## src/rtl/digit_edit_scanner.sv

```systemverilog
`default_nettype none
//==============================================================================
// Module   : digit_edit_scanner
// Purpose  : Debounces three user keys (left / right / inc), maintains an
//            editable 32-bit word as 8 hex digits with a cursor, and
//            time-multiplexes the digits onto one 7-segment bus for the
//            cursor-blink stage. Edits are frozen while the ARINC429
//            transmitter is sending a frame.
// Ports    : clk, rst (async, active-high)
//            key_left, key_right, key_inc : raw active-low pushbuttons
//            txstate  : high while a frame is being transmitted
//            word     : edited word, nibble k = word[4k+3:4k]
//            seg_in   : active-low segment code {dp,g,f,e,d,c,b,a}
//            disp_out : digit currently scanned
//            cnt_out  : cursor digit index
//            dig_sel  : active-low one-hot digit enable for disp_out
// Revision : 1.0 - initial release
//==============================================================================
module digit_edit_scanner #(
   parameter int SCAN_DIV   = 50_000,
   parameter int DEB_CYCLES = 1_000_000
) (
   input  logic        clk,
   input  logic        rst,
   input  logic        key_left,
   input  logic        key_right,
   input  logic        key_inc,
   input  logic        txstate,
   output logic [31:0] word,
   output logic [7:0]  seg_in,
   output logic [2:0]  disp_out,
   output logic [2:0]  cnt_out,
   output logic [7:0]  dig_sel
);

   localparam int c_DEB_W  = (DEB_CYCLES > 1) ? $clog2(DEB_CYCLES) : 1;
   localparam int c_SCAN_W = (SCAN_DIV > 1) ? $clog2(SCAN_DIV) : 1;
   localparam logic [c_DEB_W-1:0]  c_DEB_LAST  = c_DEB_W'(DEB_CYCLES - 1);
   localparam logic [c_SCAN_W-1:0] c_SCAN_LAST = c_SCAN_W'(SCAN_DIV - 1);

   // Key index: 0 = left, 1 = right, 2 = inc
   logic [2:0] w_key_raw;
   logic [2:0] r_sync1;
   logic [2:0] r_sync2;
   logic [2:0] r_deb;
   logic [2:0] r_press;

   assign w_key_raw = {key_inc, key_right, key_left};

   generate
      for (genvar k = 0; k < 3; k++) begin : g_key
         logic [c_DEB_W-1:0] r_cnt;

         // Counter runs only while the synchronised level differs from the
         // accepted level; any return to the accepted level restarts it, so
         // the new level must be seen for DEB_CYCLES consecutive cycles.
         always_ff @(posedge clk or posedge rst) begin
            if (rst) begin
               r_sync1[k] <= 1'b1;
               r_sync2[k] <= 1'b1;
               r_deb[k]   <= 1'b1;
               r_press[k] <= 1'b0;
               r_cnt      <= '0;
            end else begin
               r_sync1[k] <= w_key_raw[k];
               r_sync2[k] <= r_sync1[k];
               r_press[k] <= 1'b0;
               if (r_sync2[k] == r_deb[k]) begin
                  r_cnt <= '0;
               end else if (r_cnt == c_DEB_LAST) begin
                  r_cnt    <= '0;
                  r_deb[k] <= r_sync2[k];
                  // Only the press (high-to-low) edge produces a pulse
                  r_press[k] <= ~r_sync2[k];
               end else begin
                  r_cnt <= r_cnt + 1'b1;
               end
            end
         end
      end
   endgenerate

   // Edit logic: inc has priority over left, left over right. Pulses seen
   // while transmitting are simply dropped.
   logic [31:0] r_word;
   logic [2:0]  r_cur;

   always_ff @(posedge clk or posedge rst) begin
      if (rst) begin
         r_word <= '0;
         r_cur  <= '0;
      end else if (!txstate) begin
         if (r_press[2]) begin
            r_word[{r_cur, 2'b00} +: 4] <= r_word[{r_cur, 2'b00} +: 4] + 4'd1;
         end else if (r_press[0]) begin
            r_cur <= r_cur + 3'd1;
         end else if (r_press[1]) begin
            r_cur <= r_cur - 3'd1;
         end
      end
   end

   // Scanner
   logic [c_SCAN_W-1:0] r_pre;
   logic [2:0]          r_disp;
   logic [2:0]          w_disp_next;
   logic [3:0]          w_nib_next;
   logic [7:0]          w_seg_next;

   always_comb begin
      w_disp_next = r_disp;
      if (r_pre == c_SCAN_LAST) begin
         w_disp_next = r_disp + 3'd1;
      end
   end

   // Segment code is built from the digit that will be current after this
   // edge and the word as it stands now, so an edit shows up one cycle later.
   assign w_nib_next = r_word[{w_disp_next, 2'b00} +: 4];

   always_comb begin
      w_seg_next = 8'hC0;
      case (w_nib_next)
         4'h0: w_seg_next = 8'hC0;
         4'h1: w_seg_next = 8'hF9;
         4'h2: w_seg_next = 8'hA4;
         4'h3: w_seg_next = 8'hB0;
         4'h4: w_seg_next = 8'h99;
         4'h5: w_seg_next = 8'h92;
         4'h6: w_seg_next = 8'h82;
         4'h7: w_seg_next = 8'hF8;
         4'h8: w_seg_next = 8'h80;
         4'h9: w_seg_next = 8'h90;
         4'hA: w_seg_next = 8'h88;
         4'hB: w_seg_next = 8'h83;
         4'hC: w_seg_next = 8'hC6;
         4'hD: w_seg_next = 8'hA1;
         4'hE: w_seg_next = 8'h86;
         4'hF: w_seg_next = 8'h8E;
         default: w_seg_next = 8'hC0;
      endcase
   end

   logic [7:0] r_seg;
   logic [7:0] r_dig;

   always_ff @(posedge clk or posedge rst) begin
      if (rst) begin
         r_pre  <= '0;
         r_disp <= '0;
         r_seg  <= 8'hC0;
         r_dig  <= 8'hFE;
      end else begin
         if (r_pre == c_SCAN_LAST) begin
            r_pre <= '0;
         end else begin
            r_pre <= r_pre + 1'b1;
         end
         r_disp <= w_disp_next;
         r_seg  <= w_seg_next;
         r_dig  <= ~(8'b1 << w_disp_next);
      end
   end

   assign word     = r_word;
   assign cnt_out  = r_cur;
   assign disp_out = r_disp;
   assign seg_in   = r_seg;
   assign dig_sel  = r_dig;

endmodule
`default_nettype wire
```

## config.mk

```make
export PLATFORM = sky130hd
export DESIGN_NAME = digit_edit_scanner
export DESIGN_NICKNAME = d
export VERILOG_FILES = /design/src/rtl/digit_edit_scanner.sv
export SDC_FILE = /design/constraint.sdc
export NUM_CORES = 1
export LEC_CHECK = 0
export ABC_AREA = 1
export CORE_MARGIN = 3
export CORE_UTILIZATION = 45
export CTS_CLUSTER_DIAMETER = 200
export DETAILED_ROUTE_END_ITERATION = 8
export DONT_BUFFER_PORTS = 1
export PLACE_DENSITY_LB_ADDON = 0.05
export SETUP_SLACK_MARGIN = 0.4
export SKIP_LAST_GASP = 1
export SLEW_MARGIN = 10
export SYNTH_ARGS = -nofsm -noshare
export SYNTH_HDL_FRONTEND = slang
export SYNTH_SLANG_ARGS = --single-unit
export TNS_END_PERCENT = 5
```

## constraint.sdc

```tcl
create_clock -name clk -period 11.55 [get_ports clk]
set_input_delay 1.155 -clock clk [delete_from_list [all_inputs] [get_ports clk]]
set_output_delay 1.155 -clock clk [all_outputs]
set_load 0.05 [all_outputs]
```

==> impl_metrics.py <==
metrics = {
    "status": {
        "status": "complete, no violations",
    },
    "cts": {
        "post_cts_buffers": 0,
        "htree_levels": 4,
        "cts_buffers": 17,
        "clk_pin_slew_ns": 0.06,
        "cts_resized": 0,
        "tritoncts": "yes",
        "clock_path_buffers": 2,
        "root_buffer": "clkbuf_16",
        "clk_latency_ns": 0.42,
        "postCtsHoldBufs": 0,
        "cts_sinks": 141,
    },
    "floorplanning": {
        "dieWidth_um": 135,
        "fp.dieH_um": 135,
        "io_pins": 60,
        "initial_core_util_pct": 46.8,
        "core-area_um2": 16100,
        "rows": 46,
        "die_area_um2": 18300,
    },
    "worst_setup_path": {
        "required_ns": 11.88,
        "critPathLaunchType": "flip-flop",
        "r2r_cells": 9,
        "arrival_ns": 3.78,
        "cp_max_fo": 13,
        "critical_path_class": "reg -> reg",
        "worst_setup_path_end_kind": "flip-flop",
    },
    "sta": {
        "tightest_slew_ns": 0.989,
        "relSlewSlack_pct": 33.6,
        "rsz0062_at_grt": "false",
        "clock_skew_ns": 0.0137,
        "setup_viol": 0,
        "finalHoldViolCount": 0,
        "maxSlewViolCount": 0,
        "fmax_ghz": 0.290,
        "setup_tns_ns": 0,
        "period_needed_ns": 3.45,
        "timing.final.crit_share_pct": 29.9,
        "worst_slack_ns": 8.10,
    },
    "layout": {
        "instances_no_fill": 1178,
        "mostFrequentLayoutCells": "nand2_1, dfrtp_1, inv_1, nor2_1, nand3_1",
        "antennaDiodeCount": 0,
        "syn_to_final_growth_pct": 10.1,
        "drive_gt1_share_pct": 8.84,
        "utilization_pct": 51.5,
        "finalNetCount": 973,
        "stdcell_area_um2": 8300,
        "layout_commonest_cell": "nand2_1",
    },
    "route": {
        "wl_per_cell_um": 14.5,
        "first_iter_violations": 278,
        "detailroute.via_count": 6025,
        "drtPass1Iterations": 5,
        "drt-total-wl_um": 17100,
        "drc": 0,
        "via_per_inst": 5.11,
        "antenna_left": 0,
    },
    "job": {
        "maxCapViolCount": 0,
    },
    "placement": {
        "dp.cells": 1146,
        "dpl_cell_area_um2": 7710,
        "place_congestion": 0.892,
        "io_buffers": 0,
        "dp_slack_ns": 8.14,
        "dp_hpwl_um": 12700,
    },
    "yosys": {
        "synthTopCellsByArea": "dfrtp_1, nand2_1, inv_1, nor2_1, dfstp_2",
        "yosys.area.top_type_share_pct": 41.2,
        "yosysTopAreaCell": "dfrtp_1",
        "synth_nets": 969,
        "yosysSeqAreaShare_pct": 47.1,
        "synthCells": 945,
        "synth_cell_type_count": 45,
        "synth.avg_cell_area_um2": 7.97,
        "netlist_area_um2": 7530,
        "yosys_register_bits": 141,
        "yosys_warnings": 0,
    },
    "global_route": {
        "grt_pass1_vias": 5974,
        "grt-ovfl-total": 0,
        "grt_pass1_wl_um": 29100,
        "antenna_found_initial": 0,
        "grt_use_total_pct": 20.0,
        "grt_use_met3_pct": 5.53,
        "met1_usage_pct": 25.1,
        "grtUsageMet2_pct": 33.8,
        "grt_start_max_net_pins": 92,
        "grt-busiest-layer": "met2",
    },
    "hold_path": {
        "hold_path_class": "reg -> reg",
        "holdPathStages": 0,
    },
    "pwr": {
        "cellLeakagePower_nw": 4.02,
        "worst_ir_drop_vdd_uv": 118,
        "cellPowerDensity_nw_per_um2": 132,
    },
}
## stage by stage
step	total power, mW	hold slack, ns
after floorplan	0.565	0.345
after global placement	0.578	0.346
after detailed placement	0.580	0.347
after CTS	1.11	0.356
after global routing	1.14	0.360
final	1.10	0.355
## logic make-up (layout without fill, tap and decap cells)
logic type                 count (synthesis)  count (layout)  synth area share (%)
DFF                                      141             141                  47.1
buffers and inverters                    146             163                  7.92
and+or+nand+nor                          505             505                  30.7
muxes                                      3               3                 0.399
adders and majority gates                 18              18                  3.09
other                                      1               1                0.0498
AOI/OAI and AO/OA                        100             100                  7.11
xor gates and xnor gates                  31              31                  3.60
## synth_stat cells, drive strengths merged
cell type / count
nor3b: 13
clkinv: 2
dfrtp: 124
nand2: 230
a21oi: 37
o21bai: 1
o211ai: 2
conb: 1
xor2: 24
nor4: 9
clkbuf: 4
or2: 1
o21ai: 50
and3: 2
a211oi: 2
dfstp: 17
nor2: 130
a31oi: 2
mux2i: 3
nor3: 29
o221ai: 1
ha: 17
nand4: 15
o21a: 5
inv: 127
fa: 1
xnor2: 7
nand3: 73
nand3b: 3
buf: 13
## path summary, 6_finish.rpt
path	start	slack, ns	endpoint
worst max-delay path	cnt_out[1]	8.10	word[6]
worst min-delay path	r_sync1[0]	0.35	r_sync2[0]
worst max register to register	cnt_out[1]	8.10	word[6]
worst min register to register	r_sync1[0]	0.35	r_sync2[0]
max in group asynchronous	rst	9.64	g_key[2].r_cnt[1]
min in group asynchronous	rst	0.74	g_key[0].r_cnt[0]
## where the power goes
group | switching, mW | internal [mW]
registers | 0.0203 | 0.502
clock network | 0.205 | 0.324
logic | 0.0353 | 0.0122
total | 0.261 | 0.838
## area by class of cell
| class | count | area, µm² |
|---|---|---|
| clock buffers | 23 | 498 |
| clock inverters | 9 | 85.1 |
| fillers | 1549 | 7820 |
| inverters | 129 | 490 |
| multi-input cells | 658 | 3390 |
| flip-flops and latches | 141 | 3550 |
| well taps | 216 | 270 |
| repair buffers | 2 | 15.0 |
## flip-flops by register name (all words and copies together), names as in the netlist
name / count
cnt_out: 3
word: 32
dig_sel: 8
r_pre: 16
r_sync2: 3
r_sync1: 3
r_deb: 3
g_key.r_cnt: 60
disp_out: 3
r_press: 3
seg_in: 7
## worst max-delay path: stages, from the launching register on
cell and delay [ns]:
dfrtp_1 0.96, inv_1 0.44, ha_1 0.32, ha_1 0.29
inv_1 0.05, nor2_1 0.10, inv_1 0.08, nor3_1 0.76
nand3_1 0.22, o21ai_0 0.13
## per-layer routing
layer / part of all wire, % / wire (µm) / up-vias
met1: 45 / 7670 / 2859
met3: 5.4 / 925 / 17
met5: 0 / 0 / -
met4: 1.4 / 243 / 0
met2: 48 / 8230 / 124
li1: - / - / 3025
(Power assumes the default switching activity.)
